<file path="src/rtl/kt_pkg.sv">
// Shared types and constants for the KnightsTour serial command path.
package kt_pkg;

    typedef enum logic {HIGH, LOW} wrap_state_t;

    localparam logic [7:0] POS_ACK      = 8'hA5;
    localparam int         BAUD_DIV_DEF = 5208;
    localparam int         TMO_W        = 20;

endpackage

</file>
<file path="src/rtl/uart_cmd_wrapper_uart.sv">
// 8N1 UART: one receiver with a held rx_rdy flag and one transmitter,
// sharing a common bit period of BAUD_DIV clocks.
module UART #(
    parameter int BAUD_DIV = 5208
) (
    input  logic       clk,
    input  logic       rst_n,
    input  logic       RX,
    output logic       TX,
    output logic [7:0] rx_data,
    output logic       rx_rdy,
    input  logic       clr_rx_rdy,
    input  logic       trmt,
    input  logic [7:0] tx_data,
    output logic       tx_done
);

    localparam int CW = $clog2(BAUD_DIV + 1);

    logic          rx_meta, rx_sync, rx_busy;
    logic [CW-1:0] rx_cnt;
    logic [3:0]    rx_bits;
    logic [7:0]    rx_shift;

    always_ff @(posedge clk or negedge rst_n) begin
        if (!rst_n) begin
            rx_meta  <= 1'b1;
            rx_sync  <= 1'b1;
            rx_busy  <= 1'b0;
            rx_cnt   <= '0;
            rx_bits  <= '0;
            rx_shift <= '0;
            rx_data  <= '0;
            rx_rdy   <= 1'b0;
        end else begin
            rx_meta <= RX;
            rx_sync <= rx_meta;
            if (clr_rx_rdy)
                rx_rdy <= 1'b0;
            if (!rx_busy) begin
                if (!rx_sync) begin
                    // first sample lands mid start bit
                    rx_busy <= 1'b1;
                    rx_cnt  <= CW'(BAUD_DIV / 2);
                    rx_bits <= '0;
                    rx_rdy  <= 1'b0;
                end
            end else if (rx_cnt == '0) begin
                rx_cnt  <= CW'(BAUD_DIV - 1);
                rx_bits <= rx_bits + 4'd1;
                if (rx_bits == 4'd9) begin
                    rx_busy <= 1'b0;
                    rx_data <= rx_shift;
                    rx_rdy  <= 1'b1;
                end else if (rx_bits != 4'd0) begin
                    rx_shift <= {rx_sync, rx_shift[7:1]};
                end
            end else begin
                rx_cnt <= rx_cnt - CW'(1);
            end
        end
    end

    logic          tx_busy;
    logic [CW-1:0] tx_cnt;
    logic [3:0]    tx_bits;
    logic [9:0]    tx_shift;

    always_ff @(posedge clk or negedge rst_n) begin
        if (!rst_n) begin
            tx_busy  <= 1'b0;
            tx_cnt   <= '0;
            tx_bits  <= '0;
            tx_shift <= '1;
            tx_done  <= 1'b0;
        end else begin
            tx_done <= 1'b0;
            if (!tx_busy) begin
                if (trmt) begin
                    tx_busy  <= 1'b1;
                    tx_shift <= {1'b1, tx_data, 1'b0};
                    tx_cnt   <= '0;
                    tx_bits  <= '0;
                end
            end else if (tx_cnt == CW'(BAUD_DIV - 1)) begin
                tx_cnt   <= '0;
                tx_shift <= {1'b1, tx_shift[9:1]};
                if (tx_bits == 4'd9) begin
                    tx_busy <= 1'b0;
                    tx_done <= 1'b1;
                end else begin
                    tx_bits <= tx_bits + 4'd1;
                end
            end else begin
                tx_cnt <= tx_cnt + CW'(1);
            end
        end
    end

    assign TX = tx_shift[0];

endmodule

</file>
<file path="src/rtl/uart_cmd_wrapper.sv">
// Pairs two received UART bytes into a 16-bit command with a ready/clear
// handshake and inter-byte timeout; forwards response bytes to the UART.
module uart_cmd_wrapper
    import kt_pkg::*;
#(
    parameter int BAUD_DIV = BAUD_DIV_DEF,
    parameter int BYTE_TMO = 1 << 20
) (
    input  logic        clk,
    input  logic        rst_n,
    input  logic        RX,
    output logic        TX,
    output logic [15:0] cmd,
    output logic        cmd_rdy,
    input  logic        clr_cmd_rdy,
    input  logic        trmt,
    input  logic [7:0]  resp,
    output logic        tx_done
);

    localparam logic [TMO_W-1:0] TMO_LAST = TMO_W'(BYTE_TMO - 1);

    wrap_state_t      state, nxt_state;
    logic [7:0]       rx_data;
    logic             rx_rdy, clr_rx_rdy, uart_tx_done;
    logic             cap_hi, cap_lo;
    logic [TMO_W-1:0] tmo_cnt;

    UART #(.BAUD_DIV(BAUD_DIV)) u_uart (
        .clk       (clk),
        .rst_n     (rst_n),
        .RX        (RX),
        .TX        (TX),
        .rx_data   (rx_data),
        .rx_rdy    (rx_rdy),
        .clr_rx_rdy(clr_rx_rdy),
        .trmt      (trmt),
        .tx_data   (resp),
        .tx_done   (uart_tx_done)
    );

    always_ff @(posedge clk or negedge rst_n) begin
        if (!rst_n)
            state <= HIGH;
        else
            state <= nxt_state;
    end

    always_comb begin
        nxt_state  = state;
        clr_rx_rdy = 1'b0;
        cap_hi     = 1'b0;
        cap_lo     = 1'b0;
        unique case (state)
            HIGH: begin
                if (rx_rdy) begin
                    cap_hi     = 1'b1;
                    clr_rx_rdy = 1'b1;
                    nxt_state  = LOW;
                end
            end
            LOW: begin
                if (rx_rdy) begin
                    cap_lo     = 1'b1;
                    clr_rx_rdy = 1'b1;
                    nxt_state  = HIGH;
                end else if (tmo_cnt == TMO_LAST) begin
                    nxt_state = HIGH;
                end
            end
        endcase
    end

    always_ff @(posedge clk or negedge rst_n) begin
        if (!rst_n) begin
            cmd     <= '0;
            cmd_rdy <= 1'b0;
            tmo_cnt <= '0;
            tx_done <= 1'b0;
        end else begin
            if (cap_hi)
                cmd[15:8] <= rx_data;
            if (cap_lo)
                cmd[7:0] <= rx_data;
            // completing a command beats a simultaneous consumer clear
            if (cap_lo)
                cmd_rdy <= 1'b1;
            else if (cap_hi || clr_cmd_rdy)
                cmd_rdy <= 1'b0;
            if (state == HIGH)
                tmo_cnt <= '0;
            else if (tmo_cnt != '1)
                tmo_cnt <= tmo_cnt + TMO_W'(1);
            if (trmt)
                tx_done <= 1'b0;
            else if (uart_tx_done)
                tx_done <= 1'b1;
        end
    end

endmodule

</file>
<file path="config.mk">
export PLATFORM = sky130hd
export DESIGN_NAME = uart_cmd_wrapper
export DESIGN_NICKNAME = d
export VERILOG_FILES = /design/src/rtl/kt_pkg.sv /design/src/rtl/uart_cmd_wrapper_uart.sv /design/src/rtl/uart_cmd_wrapper.sv
export SDC_FILE = /design/constraint.sdc
export NUM_CORES = 1
export LEC_CHECK = 0
export BUFFER_PORTS_ARGS = -buffer_cell sky130_fd_sc_hd__clkbuf_2
export CAP_MARGIN = 20
export CORE_MARGIN = 2
export CORE_UTILIZATION = 45
export CTS_CLUSTER_SIZE = 24
export DETAILED_ROUTE_END_ITERATION = 8
export PLACE_DENSITY = 0.64
export SYNTH_ARGS = -nofsm -noshare
export SYNTH_HDL_FRONTEND = slang
export SYNTH_HIERARCHICAL = 1
export SYNTH_SLANG_ARGS = --single-unit
</file>
<file path="constraint.sdc">
create_clock -name clk -period 2.12 [get_ports clk]
set_input_delay 0.424 -clock clk [delete_from_list [all_inputs] [get_ports clk]]
set_output_delay 0.424 -clock clk [all_outputs]
set_load 0.05 [all_outputs]
</file>
Word-level counts from Yosys, hierarchy flattened

Cells that the tools add are included.

Flip-flop bits (word level): 105
Logic and storage cells: 91
Output and inout bits: 19

Reductions and logical operators: 11
Bitwise gates (word level): 2
Eq/ne operators: 10
Multiplexer cells: 44
$add $sub $neg: 5

Operators with widths:

| kind                    | count |
|---|---|
| $mux W13                | 6 |
| $mux W20                | 2 |
| $mux W10                | 3 |
| $mux W4                 | 7 |
| $mux W1                 | 25 |
| $add A20 B1 Y20 const B | 1 |
| $eq A20 B20 Y1 const B  | 1 |
| $ne A20 B20 Y1 const B  | 1 |
| $add A13 B1 Y13 const B | 1 |
| $eq A13 B13 Y1 const B  | 1 |
| $logic_not A13 Y1       | 1 |
| $sub A13 B1 Y13 const B | 1 |
| $add A4 B1 Y4 const B   | 2 |
| $eq A4 B4 Y1 const B    | 2 |
| $ne A2 B2 Y1 const B    | 4 |
| $reduce_and A3 Y1       | 2 |
| $reduce_bool A2 Y1      | 3 |
| $reduce_and A2 Y1       | 2 |
| $reduce_and A4 Y1       | 1 |
| $reduce_bool A4 Y1      | 1 |
| $ne A2 B1 Y1 const B    | 1 |
| $not A1 Y1              | 2 |
| $pmux W1 S2             | 1 |
| $logic_or A1 B1 Y1      | 1 |

Logic depth before layout (Yosys ltp)

Gate-level depths: netlist of run 1.

Depth after elaboration: 5
Mapped depth: 7

Cells and area by module

Netlist of run 1, hierarchy kept.

Modules (own cells, without submodules):

| module           | cells an instance | sequential area each (sq um) | instances | area each (sq um) |
|---|---|---|---|---|
| UART             | 308               | 1640.3                       | 1         | 3250.6 |
| uart_cmd_wrapper | 171               | 975.9                        | 1         | 1848.0 |

Worst setup path after synthesis of run 1

Ideal clock, no wire load.

Kind: register -> register
From: register u_uart.rx_cnt[0]
To: register u_uart.rx_data[0]
Arrival time: 2061 ps
Path slack: -66 ps
Stages on the path, launching flop included: 6
Cell sequence: dfrtp_1 -> inv_1 -> ha_1 -> or3b_2 -> nor4_4 -> mux2_4

Word-level cells in the longest chain between the ends: 2

RTL lines:

| element                     | RTL line                    | RTL |
|---|---|---|
| start: declaration          | uart_cmd_wrapper_uart.sv:21 | `logic [CW-1:0] rx_cnt;` |
| start signal: assignment    | uart_cmd_wrapper_uart.sv:44 | `rx_cnt <= CW'(BAUD_DIV / 2);` |
| start signal: assignment    | uart_cmd_wrapper_uart.sv:49 | `rx_cnt <= CW'(BAUD_DIV - 1);` |
| start signal: assignment    | uart_cmd_wrapper_uart.sv:59 | `rx_cnt <= rx_cnt - CW'(1);` |
| $logic_not A13 Y1           | uart_cmd_wrapper_uart.sv:48 | `end else if (rx_cnt == '0) begin` |
| $reduce_and A3 Y1 (no line) | n/a                         |  |
| end signal: assignment      | uart_cmd_wrapper_uart.sv:53 | `rx_data <= rx_shift;` |
| end: declaration            | uart_cmd_wrapper_uart.sv:10 | `output logic [7:0] rx_data,` |

No other way between the ends.
A chain may end at the register's enable or synchronous reset.

Worst setup path in the final report of run 1

From: register u_uart.rx_cnt[0]
To: register u_uart.rx_shift[3]

Word-level cells in the longest chain between the ends: 2

RTL lines:

| element                     | RTL line                    | RTL |
|---|---|---|
| $logic_not A13 Y1           | uart_cmd_wrapper_uart.sv:48 |  |
| $reduce_and A4 Y1 (no line) | n/a                         |  |
| end signal: assignment      | uart_cmd_wrapper_uart.sv:56 | `rx_shift <= {rx_sync, rx_shift[7:1]};` |
| end: declaration            | uart_cmd_wrapper_uart.sv:23 | `logic [7:0] rx_shift;` |

No other way between the ends.

==> results.json, run 1 <==
{
  "status": "completed",
  "gp_congestion": 0.825,
  "post-route-drc-count": 0,
  "nFillCells": 985,
  "setup_tns_ns": 0,
  "routed_wl_mm": 10.1,
  "nNetsFinal": 551,
  "internal-power_mw": 3.15,
  "p_total_mw": 4.17,
  "multi_input_area_um2": 2370,
  "dieWidth_um": 110,
  "cp_max_fo": 8,
  "relSlewSlack_pct": 60.6,
  "ys_seq_area_share_pct": 51.3,
  "syn_nets": 501,
  "grt_pass1_vias": 3730,
  "crit_buf_inv": 1,
  "seqCellArea_um2": 2620,
  "drtAntennaViolNets": 0,
  "finalSetupViolCount": 0,
  "grt_pass1_wl_mm": 17.8,
  "final_cell_area_um2": 5880,
  "path_cells": "inv_1, ha_1, or3b_4, nor3_4, mux2_2",
  "die_h_um": 110,
  "worst_ep_required_time_ns": 2.35,
  "finalCritPeriodShare_pct": 93.8,
  "core-area_um2": 10900,
  "power.share.switching_pct": 24.5,
  "insertion_delay_ns": 0.35,
  "cts_buffers": 9,
  "cp_slowest_stage_delay_ns": 0.42,
  "holdCritPathClass": "in -> async",
  "hold_viol_final": 0,
  "htree_levels": 3,
  "cts_resized": 0,
  "num_rows": 38,
  "fmax_ghz": 0.503,
  "power_density_nw_per_um2": 710,
  "yosysWarnings": 6,
  "clock_power_share_pct": 39.7,
  "p_comb_share_pct": 6.9,
  "crit_type": "reg -> reg",
  "grt_max_degree": 49,
  "worst_pin_slew_ns": 0.589,
  "syn_avg_cell_area_um2": 10.6,
  "fp.dieArea_um2": 12200,
  "critPathLaunchType": "flop",
  "num_antenna_cells": 0,
  "cts_tree": "built",
  "drive_gt1_share_pct": 24.2,
  "crit_family": "simple AND/OR/NAND/NOR gates",
  "start_util_pct": 46.6,
  "finalCriticalPeriod_ns": 1.99,
  "clk_pin_slew_ns": 0.07,
  "grt_usage_pct": 17.6,
  "cp.arrival_ns": 2.22,
  "cts-root-buf": "clkbuf_16",
  "switchingPower_mw": 1.02,
  "antenna_found_initial": 0,
  "async_flop_share_pct": 100,
  "io_pins": 32,
  "num_vias": 3821,
  "crit_slowest_cell": "or3b_4",
  "syn2layout_area_growth_pct": 15.3,
  "hold_slack_ns": 0.00138,
  "vias_per_cell": 5.68,
  "report.final.slew_viol_count": 0,
  "clockBufferDepth": 2,
  "grt_overflow_total": 0,
  "syn_area_um2": 5100,
  "grt_setup_unrepaired": "no",
  "post-cts-setup-buffers": 0,
  "leakage_nw": 2.68,
  "postPlaceCellArea_um2": 5580,
  "synth_edf_count": 0,
  "netlist_instances": 479,
  "endpoint_kind": "flop",
  "dp_hpwl_mm": 7.34,
  "drt-wirelength-per-cell_um": 15.1,
  "initialDrtViolationCount": 236,
  "portBuffers": 31,
  "synth-seq-cells": 104,
  "finalClockSkew_ns": 0.00527,
  "ir_drop_v": 0.000557,
  "cap_violations": 0,
  "holdBufCountCts": 0,
  "seqPwrFrac_pct": 53.4,
  "first_pass_iters": 6,
  "cts_sinks": 104,
  "yosys.cell_types.count": 60,
  "yosys_most_used_dff": "dfrtp_1"
}
-- cell usage in the layout, fill, tap and decap left out, types with 3 or more instances in the layout --
master / count
a21oi_1: 24
or3_1: 8
nand2_1: 42
a21boi_0: 3
and3_1: 9
nor2b_1: 4
and4_1: 8
clkinvlp_4: 3
dfrtp_1: 93
mux2i_1: 16
o31ai_1: 6
a31oi_1: 5
inv_1: 14
mux2_4: 8
dfstp_2: 11
clkbuf_2: 30
nor2_1: 22
mux2_2: 24
nand4_1: 14
buf_4: 24
clkbuf_16: 9
o21ai_0: 37
nor3_1: 11
nand3_1: 26
nor4_1: 4
and2_1: 4
nand2b_1: 12
ha_1: 9
o22ai_1: 3
-- worst register-to-register path: cells and delay by family (launching register included) --
kind,cells,cell delay [ns]
DFF,1,0.37
adders and majority gates,1,0.18
buffers and inverters,1,0.10
muxes,1,0.39
and+or+nand+nor,2,0.83
-- registers in the layout, indices dropped and copies added, names as in the netlist --
signal	count
cmd	16
cmd_rdy	1
state	1
tmo_cnt	20
tx_done	1
u_uart/rx_bits	4
u_uart/rx_busy	1
u_uart/rx_cnt	13
u_uart/rx_data	8
u_uart/rx_meta	1
u_uart/rx_rdy	1
u_uart/rx_shift	8
u_uart/rx_sync	1
u_uart/tx_bits	4
u_uart/tx_busy	1
u_uart/tx_cnt	13
u_uart/tx_done	1
u_uart/tx_shift	9
-- synth_stat cells, drive strengths merged, types with 11 or more instances --
library cell | n | area, um2
dfrtp | 93 | 2330
nand2 | 42 | 158
o21ai | 39 | 195
mux2 | 32 | 390
nand3 | 26 | 130
a21oi | 24 | 120
nor2 | 22 | 82.6
clkbuf | 17 | 65.1
mux2i | 16 | 160
inv | 15 | 56.3
nand4 | 15 | 109
nand2b | 12 | 75.1
nor3 | 12 | 71.3
and3 | 11 | 71.3
dfstp | 11 | 289
-- cell type report --
type	count	share of cell area (%)
sequential	104	44.5
multi-input combinational	343	40.3
timing repair buffer	56	6.30
clock buffer	9	3.83
tap	140	2.98
clock inverter	6	1.19
inverter	15	0.957
-- final timing paths --
path | startpoint | cells after the start | slack, ns | endpoint
max | u_uart/rx_cnt[0]$_DFFE_PN0P_ | 5 | 0.13 | u_uart/rx_shift[3]$_DFFE_PN0P_
min | rst_n | 1 | 0.001 | tmo_cnt[13]$_DFFE_PN0P_
max reg2reg | u_uart/rx_cnt[0]$_DFFE_PN0P_ | 5 | 0.13 | u_uart/rx_shift[3]$_DFFE_PN0P_
min reg2reg | u_uart/rx_meta$_DFF_PN1_ | 0 | 0.36 | u_uart/rx_sync$_DFF_PN1_
max in group asynchronous | rst_n | 2 | 1.42 | u_uart/tx_shift[8]$_DFFE_PN1P_
min in group clk | RX | 1 | 0.16 | u_uart/rx_meta$_DFF_PN1_
-- per-stage QoR --
step / setup slack [ns] / instances / utilization (%)
2_1_floorplan: -0.0265 / 479 / -
5_1_grt: 0.0184 / 673 / 53.8
6_report: 0.131 / 673 / 53.8
3_3_place_gp: 0.172 / 658 / 51.0
4_1_cts: 0.115 / 673 / 53.7
3_5_place_dp: 0.123 / 658 / 51.0
-- metal layers --
metal	part of all wire [%]	wire length, um	GRT usage, %
met1	47	4810	23.6
met2	48	4820	28.2
met3	3.5	352	4.06
met4	1.4	142	5.75
met5	0	0	0
-- logic make-up after synthesis --
family / count (synthesis) / share of synthesized area [%]
flip-flops: 104 / 51.3
buffers and inverters: 32 / 2.38
multiplexers: 48 / 10.8
XOR/XNOR: 1 / 0.172
AO/OA/AOI/OAI: 99 / 11.8
adder cells (fa/ha/maj): 9 / 2.21
AND/OR/NAND/NOR: 186 / 21.4
-- power by group through the flow --
stage | registers (mW) | logic, mW | clock network [mW]
2_1_floorplan | 2.23 | 0.184 | 0
3_3_place_gp | 2.26 | 0.278 | 0
3_5_place_dp | 2.26 | 0.294 | 0
4_1_cts | 2.23 | 0.295 | 1.70
5_1_grt | 2.25 | 0.333 | 1.79
6_report | 2.23 | 0.289 | 1.66
Note: power is estimated with default switching activity, not from simulation.
==> inputs of run 2 (changes only) <==
- ABC_AREA: default -> 1
- RECOVER_POWER: default -> 100
==> results.json, run 2 <==
{
  "status": "completed",
  "synth_most_common_cell": "nand2_1",
  "cts-root-buf": "clkbuf_16",
  "endpoint_kind": "flop",
  "clk_pin_slew_ns": 0.07,
  "antenna_found_initial": 0,
  "path_cells": "ha_1, nand3_1, inv_1, nand2_1, nor2_4, nand3_4, o21ai_0",
  "mostFrequentLayoutCells": "221 x nand2_1, 93 x dfrtp_1, 65 x nand3_1",
  "ys_seq_area_share_pct": 48.4,
  "cp_slowest_stage_delay_ns": 0.42,
  "finalClockSkew_ns": 0.00629,
  "portBuffers": 31,
  "seqCellArea_um2": 2620,
  "top_regs": "tmo_cnt x20, cmd x16",
  "grt_usage_pct": 18.9,
  "netlist_instances": 660,
  "syn_avg_cell_area_um2": 8.19,
  "synthTopCellsByCount": "216 x nand2_1, 93 x dfrtp_1, 62 x nand3_1, 59 x nor2_1, 51 x inv_1",
  "cap_violations": 0,
  "crit_type": "reg -> reg",
  "yosysWarnings": 6,
  "critPathLaunchType": "flop",
  "cp_max_fo": 19,
  "grt_pass1_vias": 4292,
  "clockBufferDepth": 2,
  "drt-wirelength-per-cell_um": 12.9,
  "num_antenna_cells": 0,
  "cts_sinks": 104,
  "drive_gt1_share_pct": 11.0,
  "holdCritPathClass": "in -> reg",
  "syn2layout_area_growth_pct": 9.26,
  "synth-seq-cells": 104,
  "die_h_um": 114,
  "drtAntennaViolNets": 0,
  "yosys_most_used_dff": "dfrtp_1",
  "finalCritPeriodShare_pct": 85.8,
  "grt_overflow_total": 0,
  "start_util_pct": 45.6,
  "cts_resized": 0,
  "fmax_ghz": 0.550,
  "setup_tns_ns": 0,
  "dp_hpwl_mm": 7.98,
  "gp_congestion": 0.900,
  "finalCriticalPeriod_ns": 1.82,
  "synth_area_leaders": "dfrtp_1 43%, nand2_1 15%, nand3_1 5.7%",
  "nNetsFinal": 719,
  "yosysTopAreaCell": "dfrtp_1",
  "ir_drop_v": 0.000526,
  "hold_slack_ns": 0.151,
  "worst_pin_slew_ns": 0.647,
  "post-route-drc-count": 0,
  "cts_buffers": 9,
  "grt_pass1_wl_mm": 19.8,
  "cts_tree": "built",
  "leakage_nw": 2.87,
  "cp.arrival_ns": 2.09,
  "crit_slowest_cell": "dfrtp_1",
  "report.final.slew_viol_count": 0,
  "num_rows": 40,
  "relSlewSlack_pct": 56.9,
  "nFillCells": 1119,
  "multi_input_area_um2": 2430,
  "finalSetupViolCount": 0,
  "crit_buf_inv": 1,
  "fp.dieArea_um2": 12900,
  "syn_nets": 682,
  "worst_ep_required_time_ns": 2.39,
  "vias_per_cell": 5.11,
  "synth_top_cell_area_share_pct": 43.1,
  "async_flop_share_pct": 100,
  "insertion_delay_ns": 0.35,
  "grt_max_degree": 42,
  "hold_viol_final": 0,
  "initialDrtViolationCount": 270,
  "first_pass_iters": 4,
  "core-area_um2": 11900,
  "post-cts-setup-buffers": 0,
  "largest_reg_flops": 20,
  "routed_wl_mm": 11.0,
  "yosys.cell_types.count": 42,
  "crit_family": "simple AND/OR/NAND/NOR gates",
  "num_vias": 4342,
  "mostFrequentLayoutCell": "nand2_1",
  "power_density_nw_per_um2": 721,
  "dieWidth_um": 114,
  "grt_setup_unrepaired": "no",
  "top_register": "tmo_cnt",
  "syn_area_um2": 5400,
  "synth_edf_count": 0,
  "io_pins": 32,
  "htree_levels": 3
}
==> run 2: area by class of cell <==
class                      instances  share of cell area, %
clock buffer                      10                   3.88
clock inverter                     6                  0.763
inverter                          60                   3.81
multi-input combinational        485                   41.1
sequential                       104                   44.3
tap                              147                   3.12
timing repair buffer              37                   3.03
==> run 2: power by group <==
group	internal [mW]	leakage, nW	total (mW)	switching (mW)
Sequential	2.12	1.33	2.25	0.129
Combinational	0.168	1.41	0.451	0.283
Clock	0.803	0.126	1.55	0.751
==> run 2: routing by layer <==
layer	track usage, %	up-vias	share of wire (%)
li1	-	2206	-
met1	25.1	2046	47
met2	30.3	75	48
met3	3.83	15	3.5
met4	8.37	0	1.8
met5	0	-	0
==> run 2: kinds of logic (layout without fill, tap and decap cells) <==
| logic type | Yosys count | count (layout) | synth area share, % |
|---|---|---|---|
| AO/OA/AOI/OAI | 65 | 65 | 7.13 |
| XOR/XNOR | 9 | 9 | 1.46 |
| buffers and inverters | 71 | 113 | 5.46 |
| flip-flops | 104 | 104 | 48.4 |
| adder cells (fa/ha/maj) | 9 | 9 | 2.08 |
| multiplexers | 6 | 6 | 1.11 |
| AND/OR/NAND/NOR | 396 | 396 | 34.3 |
==> run 2: metrics by stage <==
stage / cells / setup WS [ns] / power (mW) / util, % / cell area [um2]
after floorplan: 660 / 0.673 / 2.59 / - / 5400
after global placement: 832 / 0.515 / 2.73 / 48.4 / 5740
after detailed placement: 832 / 0.420 / 2.75 / 48.4 / 5740
after CTS: 849 / 0.398 / 4.33 / 50.8 / 6020
after global routing: 849 / 0.124 / 4.50 / 49.8 / 5900
final: 849 / 0.302 / 4.26 / 49.8 / 5900
==> run 2: what timing repair did <==
| action | in CTS | in global routing |
|---|---|---|
| hold buffers | 1 | 0 |
| setup endpoints to repair | 0 | 0 |
| hold endpoints to repair | 24 | 0 |
==> run 2: final timing paths <==
path	startpoint	to	slack (ns)	cells past startpoint
max	tmo_cnt[0]$_DFFE_PN0P_	tmo_cnt[1]$_DFFE_PN0P_	0.30	7
min in group asynchronous	rst_n	u_uart/rx_bits[2]$_DFFE_PN0P_	0.63	2
max in group asynchronous	rst_n	tmo_cnt[16]$_DFFE_PN0P_	0.44	3
min reg2reg	u_uart/rx_meta$_DFF_PN1_	u_uart/rx_sync$_DFF_PN1_	0.36	0
min	RX	u_uart/rx_meta$_DFF_PN1_	0.15	1
max reg2reg	tmo_cnt[0]$_DFFE_PN0P_	tmo_cnt[1]$_DFFE_PN0P_	0.30	7
==> inputs of run 3 (changes only) <==
- CAP_MARGIN: 20 -> 40
- PLACE_DENSITY: 0.64 -> 0.67
==> results.json, run 3 (synthesis gave the netlist of run 2 again) <==
{
  "worst_pin_slew_ns": 0.948,
  "syn2layout_area_growth_pct": 8.89,
  "report.final.slew_viol_count": 0,
  "holdBufCountCts": 0,
  "drt-wirelength-per-cell_um": 13.1,
  "dp_hpwl_mm": 8.05,
  "internal-power_mw": 3.12,
  "io_pins": 32,
  "fmax_ghz": 0.551,
  "initialDrtViolationCount": 218,
  "num_rows": 40,
  "ir_drop_v": 0.000398,
  "worst_ep_required_time_ns": 2.36,
  "leakage_nw": 2.84,
  "mostFrequentLayoutCell": "nand2_1",
  "insertion_delay_ns": 0.34,
  "finalClockSkew_ns": 0.00789,
  "start_util_pct": 45.6,
  "power_density_nw_per_um2": 725,
  "top_register": "tmo_cnt",
  "cts_tree": "built",
  "core-area_um2": 11900,
  "num_vias": 4384,
  "final_util_pct": 49.6,
  "pre_cts_ws_ns": 0.449,
  "endpoint_kind": "flop",
  "grt_max_degree": 41,
  "cp.arrival_ns": 2.06,
  "largest_reg_flops": 20,
  "routed_wl_mm": 11.1,
  "top_regs": "tmo_cnt x20, cmd x16",
  "cts_sinks": 104,
  "relSlewSlack_pct": 36.8,
  "hold_viol_final": 0,
  "drive_gt1_share_pct": 11.0,
  "critPathLaunchType": "flop",
  "clk_pin_slew_ns": 0.07,
  "worst_slack_ns": 0.304,
  "clockBufferDepth": 2,
  "cp_max_fo": 9,
  "finalCritPeriodShare_pct": 85.7,
  "grt_pass1_wl_mm": 19.4,
  "status": "completed",
  "antenna_found_initial": 0,
  "cap_violations": 0,
  "drtAntennaViolNets": 0,
  "post-cts-setup-buffers": 0,
  "holdCritPathClass": "in -> reg",
  "crit_type": "reg -> reg",
  "num_antenna_cells": 0,
  "die_h_um": 114,
  "vias_per_cell": 5.16,
  "nNetsFinal": 719,
  "grt_setup_unrepaired": "no",
  "power.share.switching_pct": 26.8,
  "gp_congestion": 0.916,
  "cts_resized": 0,
  "portBuffers": 31,
  "p_comb_share_pct": 10.6,
  "post-route-drc-count": 0,
  "finalCriticalPeriod_ns": 1.82,
  "finalSetupViolCount": 0,
  "grt_usage_pct": 18.6,
  "seqPwrFrac_pct": 52.8,
  "setup_tns_ns": 0,
  "mostFrequentLayoutCells": "220 x nand2_1, 93 x dfrtp_1, 65 x nand3_1",
  "fp.dieArea_um2": 12900,
  "clock_power_share_pct": 36.6,
  "htree_levels": 3,
  "grt_pass1_vias": 4314,
  "dieWidth_um": 114,
  "first_pass_iters": 5,
  "grt_overflow_total": 0,
  "cts_buffers": 9,
  "cts-root-buf": "clkbuf_16",
  "switchingPower_mw": 1.14
}
==> run 3: final timing paths <==
kind / startpoint / end / slack, ns / depth (start not counted)
setup / recovery: u_uart/rx_cnt[0]$_DFFE_PN0P_ / u_uart/rx_shift[5]$_DFFE_PN0P_ / 0.30 / 9
hold / removal: RX / u_uart/rx_meta$_DFF_PN1_ / 0.16 / 1
setup reg to reg: u_uart/rx_cnt[0]$_DFFE_PN0P_ / u_uart/rx_shift[5]$_DFFE_PN0P_ / 0.30 / 9
hold reg to reg: u_uart/rx_meta$_DFF_PN1_ / u_uart/rx_sync$_DFF_PN1_ / 0.36 / 0
max in group asynchronous: rst_n / cmd[2]$_DFFE_PN0P_ / 0.60 / 2
min in group asynchronous: rst_n / u_uart/rx_bits[0]$_DFFE_PN0P_ / 0.22 / 1
==> run 3: routing by layer <==
layer	vias to the layer above	share of wire, %	wire length, um	track usage (%)
met5	-	0	0	0
met3	15	3.3	363	3.99
met1	2091	46	5100	24.2
li1	2205	-	-	-
met4	0	1.5	165	6.67
met2	73	49	5470	30.7
==> run 3: power by group through the flow <==
stage | Combinational, mW | Sequential (mW) | Clock, mW
final | 0.452 | 2.25 | 1.56
after global routing | 0.533 | 2.27 | 1.69
after CTS | 0.475 | 2.25 | 1.62
after detailed placement | 0.472 | 2.28 | 0
after global placement | 0.461 | 2.28 | 0
after floorplan | 0.337 | 2.25 | 0
==> run 3: cell type report <==
cell class	count	area [um2]
Clock buffer	12	246
Multi-Input combinational cell	485	2410
Clock inverter	4	30.0
Fill cell	1140	5980
Tap cell	147	184
Sequential cell	104	2620
Timing Repair Buffer	37	168
Inverter	60	225
==> run 3: critical path, stage by stage, from the launching register on <==
cell and delay, ns:
dfrtp_1 0.36, inv_1 0.15, ha_1 0.22, nand2_2 0.07
nor2_1 0.34, nand2_4 0.11, nor2_4 0.23, nand2_4 0.12
nand2_1 0.08, nand2_1 0.04
==> run 3: metrics by stage <==
stage | instances | hold WS [ns] | power, mW | instance area (um2)
after floorplan | 660 | 0.128 | 2.59 | 5400
after global placement | 833 | 0.348 | 2.74 | 5750
after detailed placement | 833 | 0.351 | 2.75 | 5750
after CTS | 849 | 0.0709 | 4.34 | 6020
after global routing | 849 | 0.140 | 4.49 | 5880
final | 849 | 0.156 | 4.27 | 5880
